[src/rtl/multicycle_controller_if.sv]
// Control bundle between the multicycle controller and its datapath.
// The controller owns the master side; the datapath owns the slave side.
interface multicycle_controller_if #(
  parameter int ALUCTR_W = 4,
  parameter int NPCOP_W  = 4
);
  logic [5:0]          op;
  logic [5:0]          func;
  logic                zero;
  logic                i_ready;
  logic                d_ready;
  logic                PCWr;
  logic                IRWr;
  logic                RegDst;
  logic                LinkWr;
  logic                ALUSrc;
  logic                MemtoReg;
  logic                RegWr;
  logic                MemRd;
  logic                MemWr;
  logic                ExtOp;
  logic                if_branch;
  logic [ALUCTR_W-1:0] ALUctr;
  logic [NPCOP_W-1:0]  NPCop;
  logic                illegal_instr;
  logic                bus_error;
  logic [2:0]          state;

  modport master (
    input  op, func, zero, i_ready, d_ready,
    output PCWr, IRWr, RegDst, LinkWr, ALUSrc,
    output MemtoReg, RegWr, MemRd, MemWr, ExtOp,
    output if_branch, ALUctr, NPCop,
    output illegal_instr, bus_error, state
  );

  modport slave (
    output op, func, zero, i_ready, d_ready,
    input  PCWr, IRWr, RegDst, LinkWr, ALUSrc,
    input  MemtoReg, RegWr, MemRd, MemWr, ExtOp,
    input  if_branch, ALUctr, NPCop,
    input  illegal_instr, bus_error, state
  );
endinterface

[src/rtl/multicycle_controller.sv]
// Multi-cycle MIPS control FSM: IF/ID/EX/MEM/WB sequencing with
// memory-ready handshake, optional wait timeout and illegal-op trap.
module multicycle_controller #(
  parameter int ALUCTR_W    = 4,
  parameter int NPCOP_W     = 4,
  parameter int MEM_TIMEOUT = 0
) (
  input  logic                    clk,
  input  logic                    rst_n,
  multicycle_controller_if.master bus
);

  typedef enum logic [2:0] {
    S_IF   = 3'd0,
    S_ID   = 3'd1,
    S_EX   = 3'd2,
    S_MEM  = 3'd3,
    S_WB   = 3'd4,
    S_TRAP = 3'd5
  } state_e;

  localparam logic [5:0] OP_R     = 6'b000000;
  localparam logic [5:0] OP_ADDIU = 6'b001001;
  localparam logic [5:0] OP_ADDI  = 6'b001000;
  localparam logic [5:0] OP_ORI   = 6'b001101;
  localparam logic [5:0] OP_LUI   = 6'b001111;
  localparam logic [5:0] OP_LW    = 6'b100011;
  localparam logic [5:0] OP_SW    = 6'b101011;
  localparam logic [5:0] OP_BEQ   = 6'b000100;
  localparam logic [5:0] OP_BNE   = 6'b000101;
  localparam logic [5:0] OP_J     = 6'b000010;
  localparam logic [5:0] OP_JAL   = 6'b000011;

  localparam logic [5:0] F_ADD = 6'b100000;
  localparam logic [5:0] F_SUB = 6'b100010;
  localparam logic [5:0] F_AND = 6'b100100;
  localparam logic [5:0] F_OR  = 6'b100101;
  localparam logic [5:0] F_SLT = 6'b101010;
  localparam logic [5:0] F_XOR = 6'b100110;
  localparam logic [5:0] F_SLL = 6'b000000;
  localparam logic [5:0] F_JR  = 6'b001000;

  localparam logic [3:0] A_AND   = 4'b0000;
  localparam logic [3:0] A_OR    = 4'b0001;
  localparam logic [3:0] A_ADD   = 4'b0010;
  localparam logic [3:0] A_XOR   = 4'b0011;
  localparam logic [3:0] A_ORI   = 4'b0100;
  localparam logic [3:0] A_ADDIU = 4'b0101;
  localparam logic [3:0] A_SUB   = 4'b0110;
  localparam logic [3:0] A_ADDI  = 4'b0111;
  localparam logic [3:0] A_SLL   = 4'b1000;
  localparam logic [3:0] A_SLT   = 4'b1001;
  localparam logic [3:0] A_LUI   = 4'b1111;

  localparam logic [3:0] N_JUMP = 4'b0000;
  localparam logic [3:0] N_JAL  = 4'b0001;
  localparam logic [3:0] N_BEQ  = 4'b0010;
  localparam logic [3:0] N_BNE  = 4'b0011;
  localparam logic [3:0] N_JR   = 4'b1000;
  localparam logic [3:0] N_ADD4 = 4'b1111;

  localparam int CW = 16;

  state_e        state_q, state_d;
  logic [CW-1:0] cnt_q, cnt_d;
  logic          ill_q, ill_d;
  logic          berr_q, berr_d;

  logic [3:0] dec_alu, dec_npc;
  logic       dec_dst, dec_src, dec_m2r, dec_ext, dec_br;
  logic       legal;
  logic       is_j, is_jal, is_jr, is_beq, is_bne, is_lw, is_sw;

  always_comb begin
    dec_alu = A_AND;
    dec_dst = 1'b0;
    dec_src = 1'b0;
    dec_m2r = 1'b0;
    dec_ext = 1'b0;
    dec_br  = 1'b0;
    legal   = 1'b1;
    is_j    = 1'b0;
    is_jal  = 1'b0;
    is_jr   = 1'b0;
    is_beq  = 1'b0;
    is_bne  = 1'b0;
    is_lw   = 1'b0;
    is_sw   = 1'b0;
    unique case (bus.op)
      OP_R: begin
        unique case (bus.func)
          F_ADD:   dec_alu = A_ADD;
          F_SUB:   dec_alu = A_SUB;
          F_AND:   dec_alu = A_AND;
          F_OR:    dec_alu = A_OR;
          F_SLT:   dec_alu = A_SLT;
          F_XOR:   dec_alu = A_XOR;
          F_SLL:   dec_alu = A_SLL;
          F_JR:    is_jr   = 1'b1;
          default: legal   = 1'b0;
        endcase
      end
      OP_ADDIU: begin
        dec_alu = A_ADDIU;
        dec_ext = 1'b1;
        dec_dst = 1'b1;
        dec_src = 1'b1;
      end
      OP_ADDI: begin
        dec_alu = A_ADDI;
        dec_ext = 1'b1;
        dec_dst = 1'b1;
        dec_src = 1'b1;
      end
      OP_ORI: begin
        dec_alu = A_ORI;
        dec_dst = 1'b1;
        dec_src = 1'b1;
      end
      OP_LUI: begin
        dec_alu = A_LUI;
        dec_dst = 1'b1;
        dec_src = 1'b1;
      end
      OP_LW: begin
        dec_alu = A_ADD;
        dec_ext = 1'b1;
        dec_m2r = 1'b1;
        dec_dst = 1'b1;
        dec_src = 1'b1;
        is_lw   = 1'b1;
      end
      OP_SW: begin
        dec_alu = A_ADD;
        dec_ext = 1'b1;
        dec_dst = 1'b1;
        dec_src = 1'b1;
        is_sw   = 1'b1;
      end
      OP_BEQ: begin
        dec_alu = A_SUB;
        dec_ext = 1'b1;
        dec_br  = 1'b1;
        is_beq  = 1'b1;
      end
      OP_BNE: begin
        dec_alu = A_SUB;
        dec_ext = 1'b1;
        dec_br  = 1'b1;
        is_bne  = 1'b1;
      end
      OP_J:    is_j   = 1'b1;
      OP_JAL:  is_jal = 1'b1;
      default: legal  = 1'b0;
    endcase
  end

  always_comb begin
    dec_npc = N_ADD4;
    unique case (1'b1)
      is_j:    dec_npc = N_JUMP;
      is_jal:  dec_npc = N_JAL;
      is_jr:   dec_npc = N_JR;
      is_beq:  dec_npc = bus.zero ? N_BEQ : N_ADD4;
      is_bne:  dec_npc = bus.zero ? N_ADD4 : N_BNE;
      default: dec_npc = N_ADD4;
    endcase
  end

  // Last permitted wait cycle; ready on this cycle still completes.
  logic at_lim;
  assign at_lim = (MEM_TIMEOUT > 0) &&
                  (int'(cnt_q) == MEM_TIMEOUT - 1);

  logic pc_wr, ir_wr, reg_wr, link_wr, mem_rd, mem_wr;

  always_comb begin
    state_d = state_q;
    cnt_d   = cnt_q;
    ill_d   = ill_q;
    berr_d  = berr_q;
    pc_wr   = 1'b0;
    ir_wr   = 1'b0;
    reg_wr  = 1'b0;
    link_wr = 1'b0;
    mem_rd  = 1'b0;
    mem_wr  = 1'b0;
    unique case (state_q)
      S_IF: begin
        if (bus.i_ready) begin
          ir_wr   = 1'b1;
          cnt_d   = '0;
          state_d = S_ID;
        end else if (at_lim) begin
          cnt_d   = '0;
          berr_d  = 1'b1;
          state_d = S_TRAP;
        end else begin
          cnt_d = cnt_q + 1'b1;
        end
      end
      S_ID: begin
        if (!legal) begin
          ill_d   = 1'b1;
          state_d = S_TRAP;
        end else if (is_j || is_jr) begin
          pc_wr   = 1'b1;
          state_d = S_IF;
        end else if (is_jal) begin
          pc_wr   = 1'b1;
          reg_wr  = 1'b1;
          link_wr = 1'b1;
          state_d = S_IF;
        end else begin
          state_d = S_EX;
        end
      end
      S_EX: begin
        if (is_beq || is_bne) begin
          pc_wr   = 1'b1;
          state_d = S_IF;
        end else if (is_lw || is_sw) begin
          state_d = S_MEM;
        end else begin
          state_d = S_WB;
        end
      end
      S_MEM: begin
        mem_rd = is_lw;
        mem_wr = is_sw;
        if (bus.d_ready) begin
          cnt_d = '0;
          if (is_sw) begin
            pc_wr   = 1'b1;
            state_d = S_IF;
          end else begin
            state_d = S_WB;
          end
        end else if (at_lim) begin
          cnt_d   = '0;
          berr_d  = 1'b1;
          state_d = S_TRAP;
        end else begin
          cnt_d = cnt_q + 1'b1;
        end
      end
      S_WB: begin
        reg_wr  = 1'b1;
        pc_wr   = 1'b1;
        state_d = S_IF;
      end
      S_TRAP:  state_d = S_TRAP;
      default: state_d = S_IF;
    endcase
  end

  always_ff @(posedge clk or negedge rst_n) begin
    if (!rst_n) begin
      state_q <= S_IF;
      cnt_q   <= '0;
      ill_q   <= 1'b0;
      berr_q  <= 1'b0;
    end else begin
      state_q <= state_d;
      cnt_q   <= cnt_d;
      ill_q   <= ill_d;
      berr_q  <= berr_d;
    end
  end

  logic dec_on;
  assign dec_on = (state_q != S_IF);

  // Strobes are masked by rst_n so nothing fires while reset is held.
  assign bus.PCWr   = pc_wr & rst_n;
  assign bus.IRWr   = ir_wr & rst_n;
  assign bus.RegWr  = reg_wr & rst_n;
  assign bus.LinkWr = link_wr & rst_n;
  assign bus.MemRd  = mem_rd & rst_n;
  assign bus.MemWr  = mem_wr & rst_n;

  assign bus.RegDst    = dec_on & dec_dst;
  assign bus.ALUSrc    = dec_on & dec_src;
  assign bus.MemtoReg  = dec_on & dec_m2r;
  assign bus.ExtOp     = dec_on & dec_ext;
  assign bus.if_branch = dec_on & dec_br;
  assign bus.ALUctr    = dec_on ? ALUCTR_W'(dec_alu) : '0;
  assign bus.NPCop     = dec_on ? NPCOP_W'(dec_npc)
                                : NPCOP_W'(N_ADD4);

  assign bus.illegal_instr = ill_q;
  assign bus.bus_error     = berr_q;
  assign bus.state         = state_q;

endmodule

[src/flat_wrapper.sv]
// flat-port wrapper written by rule: the top's interface ports become plain ports
module multicycle_controller_flat 
#(
  parameter int ALUCTR_W    = 4,
  parameter int NPCOP_W     = 4,
  parameter int MEM_TIMEOUT = 0
)
  (clk, rst_n, bus_op, bus_func, bus_zero, bus_i_ready, bus_d_ready, bus_PCWr, bus_IRWr, bus_RegDst, bus_LinkWr, bus_ALUSrc, bus_MemtoReg, bus_RegWr, bus_MemRd, bus_MemWr, bus_ExtOp, bus_if_branch, bus_ALUctr, bus_NPCop, bus_illegal_instr, bus_bus_error, bus_state);
  multicycle_controller_if #(.ALUCTR_W(ALUCTR_W), .NPCOP_W(NPCOP_W)) bus_i ();
  input  logic clk;
  input  logic rst_n;
  input wire logic [$bits(bus_i.op)-1:0] bus_op;
  input wire logic [$bits(bus_i.func)-1:0] bus_func;
  input wire logic [$bits(bus_i.zero)-1:0] bus_zero;
  input wire logic [$bits(bus_i.i_ready)-1:0] bus_i_ready;
  input wire logic [$bits(bus_i.d_ready)-1:0] bus_d_ready;
  output wire logic [$bits(bus_i.PCWr)-1:0] bus_PCWr;
  output wire logic [$bits(bus_i.IRWr)-1:0] bus_IRWr;
  output wire logic [$bits(bus_i.RegDst)-1:0] bus_RegDst;
  output wire logic [$bits(bus_i.LinkWr)-1:0] bus_LinkWr;
  output wire logic [$bits(bus_i.ALUSrc)-1:0] bus_ALUSrc;
  output wire logic [$bits(bus_i.MemtoReg)-1:0] bus_MemtoReg;
  output wire logic [$bits(bus_i.RegWr)-1:0] bus_RegWr;
  output wire logic [$bits(bus_i.MemRd)-1:0] bus_MemRd;
  output wire logic [$bits(bus_i.MemWr)-1:0] bus_MemWr;
  output wire logic [$bits(bus_i.ExtOp)-1:0] bus_ExtOp;
  output wire logic [$bits(bus_i.if_branch)-1:0] bus_if_branch;
  output wire logic [$bits(bus_i.ALUctr)-1:0] bus_ALUctr;
  output wire logic [$bits(bus_i.NPCop)-1:0] bus_NPCop;
  output wire logic [$bits(bus_i.illegal_instr)-1:0] bus_illegal_instr;
  output wire logic [$bits(bus_i.bus_error)-1:0] bus_bus_error;
  output wire logic [$bits(bus_i.state)-1:0] bus_state;
  assign bus_i.op = bus_op;
  assign bus_i.func = bus_func;
  assign bus_i.zero = bus_zero;
  assign bus_i.i_ready = bus_i_ready;
  assign bus_i.d_ready = bus_d_ready;
  assign bus_PCWr = bus_i.PCWr;
  assign bus_IRWr = bus_i.IRWr;
  assign bus_RegDst = bus_i.RegDst;
  assign bus_LinkWr = bus_i.LinkWr;
  assign bus_ALUSrc = bus_i.ALUSrc;
  assign bus_MemtoReg = bus_i.MemtoReg;
  assign bus_RegWr = bus_i.RegWr;
  assign bus_MemRd = bus_i.MemRd;
  assign bus_MemWr = bus_i.MemWr;
  assign bus_ExtOp = bus_i.ExtOp;
  assign bus_if_branch = bus_i.if_branch;
  assign bus_ALUctr = bus_i.ALUctr;
  assign bus_NPCop = bus_i.NPCop;
  assign bus_illegal_instr = bus_i.illegal_instr;
  assign bus_bus_error = bus_i.bus_error;
  assign bus_state = bus_i.state;
  multicycle_controller #(.ALUCTR_W(ALUCTR_W), .NPCOP_W(NPCOP_W), .MEM_TIMEOUT(MEM_TIMEOUT)) u_core (.clk(clk), .rst_n(rst_n), .bus(bus_i));
endmodule
[config.mk]
export PLATFORM = sky130hd
export DESIGN_NAME = multicycle_controller_flat
export DESIGN_NICKNAME = d
export VERILOG_FILES = /design/src/rtl/multicycle_controller_if.sv /design/src/rtl/multicycle_controller.sv /design/src/flat_wrapper.sv
export SDC_FILE = /design/constraint.sdc
export NUM_CORES = 1
export LEC_CHECK = 0
export ABC_AREA = 1
export CORE_ASPECT_RATIO = 0.8
export CORE_MARGIN = 5
export CORE_UTILIZATION = 35
export CTS_BUF_LIST = sky130_fd_sc_hd__clkbuf_8
export DETAILED_ROUTE_END_ITERATION = 8
export GPL_TIMING_DRIVEN = 0
export PLACE_DENSITY_LB_ADDON = 0.05
export SLEW_MARGIN = 10
export SYNTH_ARGS = -nofsm -noshare
export SYNTH_HDL_FRONTEND = slang
export SYNTH_SLANG_ARGS = --single-unit
[constraint.sdc]
create_clock -name clk -period 2 [get_ports clk]
set_clock_uncertainty 0.15 [all_clocks]
set_input_delay 0.4 -clock clk [delete_from_list [all_inputs] [get_ports clk]]
set_output_delay 0.4 -clock clk [all_outputs]
set_load 0.05 [all_outputs]
Word-level counts from Yosys, hierarchy flattened:

Cells that the tools add are included.

* equality and inequality tests: 24
* mux-type cells: 44
* bitwise operators: 11
* reductions and logical operators: 15

Operator list (number)
* $eq A6 B6 Y1 const B: 8
* $eq A6 B4 Y1 const B: 5
* $pmux W4 S7: 1
* $mux W1: 25
* $pmux W4 S6: 1
* $mux W3: 7
* $pmux W4 S5: 1
* $mux W4: 4
* $pmux W3 S5: 1
* $eq A6 B2 Y1 const B: 2
* $eq A6 B3 Y1 const B: 2
* $logic_not A6 Y1: 2
* $reduce_or A6 Y1: 2
* $and A1 B1 Y1: 10
* $reduce_or A10 Y1: 1
* $reduce_or A8 Y1: 1
* $eq A3 B2 Y1 const B: 2
* $eq A3 B3 Y1 const B: 2
* $ne A2 B2 Y1 const B: 2
* $pmux W1 S2: 2
* $pmux W1 S4: 1
* $reduce_and A2 Y1: 2
* $reduce_or A2 Y1: 2
* $eq A3 B1 Y1 const B: 1
* 5 further kinds: 7

* register bits: 4
* input port bits: 17
* word-level logic and storage cells: 96

Logic depth before layout (Yosys ltp):

Gate-level depths: netlist (run 1).

* depth in word-level cells: 8
* depth in mapped cells: 11

Least setup slack after synthesis (run 1):

No wires, ideal clock.

* kind: flip-flop to output port
* start: register u_core.state_q[1], in the netlist u_core.bus.state[1]
* end: output port bus_MemRd
* arrival time: 2133 ps
* data required time: 1450 ps
* path slack: -683 ps
* cell stages (with the launch flop): 5
* path through: dfrtp_1 -> inv_1 -> nor3_2 -> inv_1 -> nor3_1

* longest elaborated chain between the ends: 3

RTL lines
* start, declared: line multicycle_controller.sv:64 `state_e state_q, state_d;`
* start signal, assigned: line multicycle_controller.sv:264 `state_q <= state_d;`
* $eq A3 B2 Y1
* $mux W1: line multicycle_controller.sv:188 `unique case (state_q)`
* $and A1 B1 Y1: line multicycle_controller.sv:279 `assign bus.MemRd = mem_rd & rst_n;`
* end, declared: line flat_wrapper.sv:24 `output wire logic [$bits(bus_i.MemRd)-1:0] bus_MemRd;`

No other way between the ends.

Worst setup path in the final report (run 1):

* start: input port bus_op[4]
* end: output port bus_NPCop[3]

* longest elaborated chain between the ends: 4
* elaborated cells between the ends (all ways): 12
* classes of those cells: eq/ne: 4; mux: 7; reduce/logical: 1

RTL lines
* start, declared: line flat_wrapper.sv:12 `input wire logic [$bits(bus_i.op)-1:0] bus_op;`
* $eq A6 B3 Y1 (tied with other cells): line multicycle_controller.sv:89 `unique case (bus.op)`
* $mux W1: line multicycle_controller.sv:89
* $pmux W4 S5 (*): line multicycle_controller.sv:160 `unique case (1'b1)`
* $mux W4 (*): line multicycle_controller.sv:288 `assign bus.NPCop = dec_on ? NPCOP_W'(dec_npc)`
* end, declared: line flat_wrapper.sv:29 `output wire logic [$bits(bus_i.NPCop)-1:0] bus_NPCop;`

Every way passes the cells marked *; elsewhere a longest branch is shown, timed or not.

==> results.md, run 1 <==
* Run status: finished with violations
* Failing checks: negative setup slack
* Setup WS pre-CTS at -1410 ps
* Hold Vio Cnt, Final at 0
* Sequential-to-total area share from yosys stat at 13.2%
* P&R area growth vs syn at 159%
* Synth top cells by count: inv_1 (27), nand2_1 (23), nor2_1 (21), nand3_1 (15), nor3_1 (7)
* Final setup viols at 20
* Sink Count at 4
* Crit Reg-Reg Startpoint: u_core.bus.state[2]
* CTS H-tree depth at 1
* Setup ws final at -264 ps
* Slew Limit Fails at 0
* Leak at 0.947 nW
* TritonCTS clock tree: done
* Top post-synthesis cells by area: inv_1 (13%), dfrtp_1 (13%), nand2_1 (11%), nor2_1 (10%), nand3_1 (9.9%)
* NetSw at 0.789 mW
* Clock Latency Late Sink at 220 ps
* Clk pin slew, worst setup/hold paths at 30 ps
* GR Overflow Total at 0
* Share of cells above drive strength 1 at 69.0%
* Seq pwr share at 9.9%
* Initial antenna violation count at 0
* Fin nets at 244
* Synth warnings at 0
* Num CTS Buffers at 3
* Ant diodes at 0
* Critical Path, Cell by Cell: buf_8, nor2_4, buf_4, nand4_1, buf_4, nand2_4, inv_2, nand2_2, nand4_1, buf_6
* Tmin final at 2260 ps
* Routed vias/inst at 6.28
* Avg Synthesized Cell Area at 5.44 um^2
* Critical path's slowest cell: buf_6
* Crit path largest cell delay at 200 ps
* CP endpoint: bus_NPCop[3]
* 1st-pass router iterations at 6
* Switching share of power at 55.0%
* Hold slack at 19.3 ps
* First-pass GRT wire length at 6.42 mm
* R2r endpoint: u_core.bus.state[0]
* Post-synth top area share at 13.4%
* Yosys cell types at 24
* Worst R2R Path Depth at 8
* Worst-path fanout max at 5
* CTS root buf: clkbuf_8
* GRT Total Usage at 27.1%
* WP data arrival at 1710 ps
* Crit path max-delay family: buffers and inverters
* Die Y at 51.6 um
* Mapped Cells at 139
* Hold Buf Count CTS at 0
* Starting Density at 36.0%
* Cell Area, Synth at 756 um^2
* Crit path required time at 1450 ps
* DP HPWL at 2.14 mm
* Max frequency at 442 MHz
* Routed len/inst at 20.9 um
* Io pins at 41
* Period utilization at 113%
* Seq cells post-synth at 4
* Placeable core area at 2100 um^2
* Max Cap Viol at 0
* Worst-Margin Slew at 503 ps
* Port Buffers at 39
* Cell with the most instances after synthesis: inv_1
* Clock Power Share at 12.5%
* Total power at 1.44 mW
* Die ar. at 3190 um^2
* Clock Path Buffers at 2
* Via count at 1577
* Buf+Inv Stages, Crit Path at 5
* RD Place Congestion at 0.981
* Max VDD drop at 0.00118 V
* Final setup TNS at -2590 ps
* Starting DRT DRC Count at 216
* CP Launch Point: bus_op[4]
* RSZ-0062 raised after global routing: yes
* Pint at 0.646 mW
* Die span in x at 62.0 um
* R2r setup slk at 70 ps
* CP Launch Type: input port
* Filler cell count in the final layout at 70
* Hold crit path type: in -> async
* Synth area leader: inv_1
* Levels on crit path at 10
* Net Count, Synth at 156
* Antenna Nets Post-Route at 0
* DRC at 0
* Final Routed Wirelength at 5.24 mm
* Post-synth EDFFs at 0
* Core Rows at 15
* Pwr per Cell Area at 735 nW/um^2
* FFs w/ async S/R, synth at 100%
* Critical path class: in -> out
* Largest net degree at the start of global routing at 9
* Headroom to the max-slew limit at 66.4%
* Gate power share at 77.6%
* Synth Flop Type: dfrtp_1
* CP Capture Type: primary output
* Number of global-route vias before repair at 1413
layout by cell type (no fill, tap or decap), drive strengths merged, types with 4 or more instances in the layout:
cell	synthesis	layout
a31oi	4	4
clkdlybuf4s50	0	4
nor3	8	8
nor2	24	24
clkdlybuf4s15	0	4
buf	2	68
nand4	7	7
nand3	17	17
clkbuf	0	9
dfrtp	4	4
a21oi	6	6
inv	27	27
nand2	26	26
o21ai	5	5
registers in the layout, indices dropped and copies added, names as in the netlist:
name                      count
u_core.bus.state              3
u_core.bus.illegal_instr      1
layout make-up:
| class | count | area, um^2 | share of cell area (%) |
|---|---|---|---|
| clock buffers | 3 | 41.3 | 2.11 |
| clock inverters | 1 | 3.75 | 0.192 |
| inverters | 27 | 110 | 5.63 |
| multi-input cells | 106 | 888 | 45.5 |
| flip-flops and latches | 4 | 104 | 5.31 |
| plain buffers | 2 | 18.8 | 0.960 |
| well taps | 25 | 31.3 | 1.60 |
| repair buffers | 83 | 757 | 38.7 |
metrics by stage:
step           cells  util, %  cell area, um^2
3_5_place_dp     203     61.5             1290
5_1_grt          251     93.0             1950
4_1_cts          241     82.4             1730
3_3_place_gp     203     61.5             1290
6_report         251     93.0             1950
2_1_floorplan    139        -              871
worst min-delay path by stage:
stage / start / end / slack, ps / depth (start not counted)
after floorplan: rst_n / u_core.bus.illegal_instr / -50 / 0
after global placement: u_core.bus.illegal_instr / u_core.bus.illegal_instr / 340 / 2
after detailed placement: u_core.bus.illegal_instr / u_core.bus.illegal_instr / 330 / 2
after CTS: rst_n / u_core.bus.state[0] / 20 / 1
after global routing: rst_n / u_core.bus.state[1] / 30 / 1
final: rst_n / u_core.bus.state[0] / 20 / 1
power groups by stage:
| stage | Combinational [mW] | Clock, mW | Sequential [mW] |
|---|---|---|---|
| after CTS | 0.911 | 0.176 | 0.139 |
| after detailed placement | 0.685 | 0 | 0.138 |
| after global placement | 0.679 | 0 | 0.136 |
| final | 1.11 | 0.179 | 0.143 |
| after global routing | 1.15 | 0.196 | 0.149 |
| after floorplan | 0.401 | 0 | 0.216 |
per-layer routing:
metal	up-vias	track usage, %	wire [um]
met5	-	0	0
met2	166	46.9	2330
li1	633	-	-
met3	64	4.47	620
met1	714	32.4	1820
met4	0	11.0	469
cell families after synthesis:
| logic type | after synthesis | synth area share (%) |
|---|---|---|
| other | 1 | 0.496 |
| AND/OR/NAND/NOR | 89 | 59.3 |
| AO/OA/AOI/OAI | 16 | 11.6 |
| flip-flops | 4 | 13.2 |
| buffers and inverters | 29 | 15.4 |
repair_timing:
item	4_1_cts	5_1_grt
resized for setup	208	62
gates cloned	0	0
setup buffers	35	11
pin swaps	18	7
setup endpoints to repair	22	24
Power figures use the tool's default switching activity.
==> run 2, diff against run 1 <==
SETUP_SLACK_MARGIN = 0.3   (was default)
==> results.md, run 2 <==
* Die Y at 51.6 um (unchanged)
* Die span in x at 62.0 um (unchanged)
* CTS H-tree depth at 1 (unchanged)
* Sequential-to-total area share from yosys stat at 13.2% (unchanged)
* Sink Count at 4 (unchanged)
* Cell Area, Synth at 756 um^2 (unchanged)
* Synth area leader: inv_1 (unchanged)
* Largest net degree at the start of global routing at 8
* Clock Path Buffers at 2 (unchanged)
* Core Rows at 15 (unchanged)
* RD Place Congestion at 0.870 (was 0.981)
* Yosys cell types at 24 (unchanged)
* Mapped Cells at 139 (unchanged)
* Top post-synthesis cells by area: inv_1 (13%), dfrtp_1 (13%), nand2_1 (11%), nor2_1 (10%), nand3_1 (9.9%) (unchanged)
* Net Count, Synth at 156 (unchanged)
* CTS root buf: clkbuf_8 (unchanged)
* Avg Synthesized Cell Area at 5.44 um^2 (unchanged)
* Synth warnings at 0 (unchanged)
* Critical endpoint after global-route timing repair: bus_NPCop[3]
* Setup WS pre-CTS at -1340 ps (was -1410 ps)
* Io pins at 41 (unchanged)
* Cell with the most instances after synthesis: inv_1 (unchanged)
* Num CTS Buffers at 3 (unchanged)
* Placed cell area at 1320 um^2 (was 1290 um^2)
* Port Buffers at 39 (unchanged)
* First Err: [ERROR DPL-0038] Utilization greater than 100%, impossible to legalize
* FFs w/ async S/R, synth at 100% (unchanged)
* Seq cells post-synth at 4 (unchanged)
* Stop stage: global routing (5_1_grt)
* Synth Flop Type: dfrtp_1 (unchanged)
* Worst endpoint type: top-level output
* Post-synth EDFFs at 0 (unchanged)
* Starting Density at 36.0% (unchanged)
* Post-synth top area share at 13.4% (unchanged)
* DP HPWL at 2.20 mm (was 2.14 mm)
* Synth top cells by count: inv_1 (27), nand2_1 (23), nor2_1 (21), nand3_1 (15), nor3_1 (7) (unchanged)
* Run status: aborted with a tool error (was finished with violations)
-- run 2: cell counts after synthesis --
Identical to the previous run, type by type.
-- run 2: timing repair --
item / in CTS
endpoints found under the hold margin: 4
gates resized for setup: 271
hold buffers: 1
setup endpoints to repair: 27
setup buffers: 36
pin swaps: 27
cloned: 0
-- run 2: cell families after synthesis --
kind of cell	after synthesis	share of synthesized area [%]
AND/OR/NAND/NOR	89	59.3
flip-flops	4	13.2
buffers and inverters	29	15.4
AO/OA/AOI/OAI	16	11.6
other	1	0.496
-- run 2: through the flow --
stage	cells	hold slack, ps
floorplan	139	-45.6
global placement	203	300
detailed placement	203	306
CTS	244	305
==> run 3, diff against run 2 <==
CORE_ASPECT_RATIO = default   (was 0.8)
CORE_UTILIZATION = 20   (was 35)
CTS_BUF_LIST = default   (was sky130_fd_sc_hd__clkbuf_8)
PLACE_DENSITY_LB_ADDON = 0.15   (was 0.05)
SETUP_SLACK_MARGIN = default   (was 0.3)
==> results.md, run 3 (same netlist as run 1, synthesis figures left out) <==
* Worst R2R Path Depth at 8
* WHS Path Cells at 2
* R2r endpoint: u_core.bus.state[0]
* Routed len/inst at 13.6 um
* Max VDD drop at 0.000258 V
* Clock Path Buffers at 2 (unchanged)
* Sink Count at 4 (unchanged)
* Filler cell count in the final layout at 350
* Initial antenna violation count at 0
* Critical path class: in -> out
* Hold Vio Cnt, Final at 0
* R2r setup slk at 380 ps
* Number of global-route vias before repair at 1298
* Core Rows at 22 (was 15)
* Most frequent CP cell: buf_6
* Max frequency at 458 MHz
* Seq pwr share at 10.7%
* 1st-pass router iterations at 4
* Pint at 0.621 mW
* Clk pin slew, worst setup/hold paths at 30 ps
* DRC at 0
* TritonCTS clock tree: done
* Register Area at 104 um^2
* CTS root buf: clkbuf_8 (unchanged)
* GR Overflow Total at 0
* Antenna Nets Post-Route at 0
* Placeable core area at 3660 um^2
* Met3 wire length at 173 um
* P&R area growth vs syn at 151%
* DP HPWL at 2.32 mm (was 2.20 mm)
* Non-Filler Instances at 265
* Share of cells above drive strength 1 at 60.8%
* WP data arrival at 1640 ps
* Largest net degree at the start of global routing at 9
* Total power at 1.30 mW
* Gate power share at 75.5%
* Pwr per Cell Area at 683 nW/um^2
* Final Routed Wirelength at 3.61 mm
* Num CTS Buffers at 3 (unchanged)
* Failing checks: negative setup slack
* RD Place Congestion at 0.830 (was 0.870)
* Io pins at 41 (unchanged)
* Number of flip-flops in the largest register at 3
* CP Launch Type: input port
* Starting DRT DRC Count at 57
* Buf+Inv Stages, Crit Path at 3
* Ant diodes at 0
* Top sig layer: met4
* Setup ws final at -186 ps
* CTS H-tree depth at 1 (unchanged)
* Starting Density at 20.6% (was 36.0%)
* Multi-input logic area at 872 um^2
* Placed Cells at 226 (was 203)
* Critical Path, Cell by Cell: buf_8, nor2_4, buf_6, nand4_1, nor2_2, and3_4, o21bai_4, buf_6
* Hold crit path type: reg -> reg
* Worst-path fanout max at 4
* Met1 wire length at 1.40 mm
* Tmin final at 2190 ps
* Headroom to the max-slew limit at 66.5%
* Critical path's slowest cell: nor2_4
* Die ar. at 5110 um^2
* GRT Total Usage at 13.6%
* Via count at 1246
* Period utilization at 109%
* Hold Path Sink: u_core.bus.illegal_instr
* Fin nets at 235
* Die Y at 71.5 um (was 51.6 um)
* Run status: finished with violations (was aborted with a tool error)
* Crit Reg-Reg Startpoint: u_core.bus.state[2]
* Leak at 0.879 nW
* Port Buffers at 39 (unchanged)
* Routed vias/inst at 4.70
* Slew Limit Fails at 0
* Max Cap Viol at 0
* NetSw at 0.676 mW
* RSZ-0062 raised after global routing: yes
* Crit path max-delay family: simple AND/OR/NAND/NOR gates
* Switching share of power at 52.1%
* Commonest non-fill, non-tap cells in the layout: buf_4 (30), buf_6 (20), nand2_1 (17)
* Crit path required time at 1450 ps
* Most common cell after layout, fill and taps aside: buf_4
* Clock Latency Late Sink at 220 ps
* Hold wc startpoint: u_core.bus.illegal_instr
* Final setup viols at 13
* Worst-Margin Slew at 502 ps
* First-pass GRT wire length at 5.73 mm
* Crit path largest cell delay at 220 ps
* Met2 WL at 2.01 mm
* Clock Power Share at 13.7%
* Die span in x at 71.5 um (was 62.0 um)
* CP Capture Type: primary output
-- run 3: metrics by stage --
stage / worst slack (ps) / area (um^2) / utilization (%) / hold slack (ps) / TNS, ps
floorplan: -125 / 871 / - / -45.6 / -376
global placement: -1390 / 1320 / 36.1 / 301 / -22000
detailed placement: -1420 / 1320 / 36.1 / 306 / -22200
CTS: -176 / 1760 / 47.9 / 32.4 / -1400
global route: -252 / 1900 / 51.8 / 352 / -2550
finish: -186 / 1900 / 51.8 / 308 / -1510
-- run 3: metal layers --
metal	vias up	track usage, %
met1	593	14.7
li1	610	-
met5	-	0
met3	6	3.23
met2	37	25.7
met4	0	3.97
-- run 3: final cells by class --
class	instances	area share (%)
Inverter	27	5.80
Tap cell	48	3.16
Timing Repair Buffer	74	36.3
Sequential cell	4	5.47
Multi-Input combinational cell	106	45.9
Buffer	2	0.989
Clock buffer	4	2.37
-- run 3: worst register-to-register path, delay by kind of cell, from the launching register on --
family / cells / cell delay (ps)
AOI/OAI and AO/OA: 1 / 110
DFF: 1 / 420
buffers and inverters: 3 / 300
and+or+nand+nor: 4 / 530
-- run 3: power groups by stage --
stage          Sequential (mW)  Combinational, mW  Clock [mW]
5_1_grt                  0.142               1.06       0.191
4_1_cts                  0.146              0.903       0.183
3_3_place_gp             0.142              0.690           0
3_5_place_dp             0.142              0.693           0
2_1_floorplan            0.216              0.401           0
6_report                 0.139              0.979       0.178
-- run 3: timing repair --
action                                 CTS  global route
resized for setup                      207            41
buffers inserted                        32             5
endpoints found under the hold margin    0             4
hold buffers                             0             1
pin swaps                               18            11
setup endpoints to repair               22            19
-- run 3: worst max path at each step --
stage | start | end | slack, ps | depth (start not counted)
2_1_floorplan | bus_op[4] | bus_NPCop[3] | -130 | 8
3_3_place_gp | bus_op[2] | bus_ALUctr[1] | -1390 | 8
3_5_place_dp | bus_op[2] | bus_ALUctr[1] | -1420 | 8
4_1_cts | bus_op[5] | bus_NPCop[3] | -180 | 10
5_1_grt | bus_op[4] | bus_NPCop[3] | -250 | 10
6_report | bus_op[4] | bus_RegWr | -190 | 8
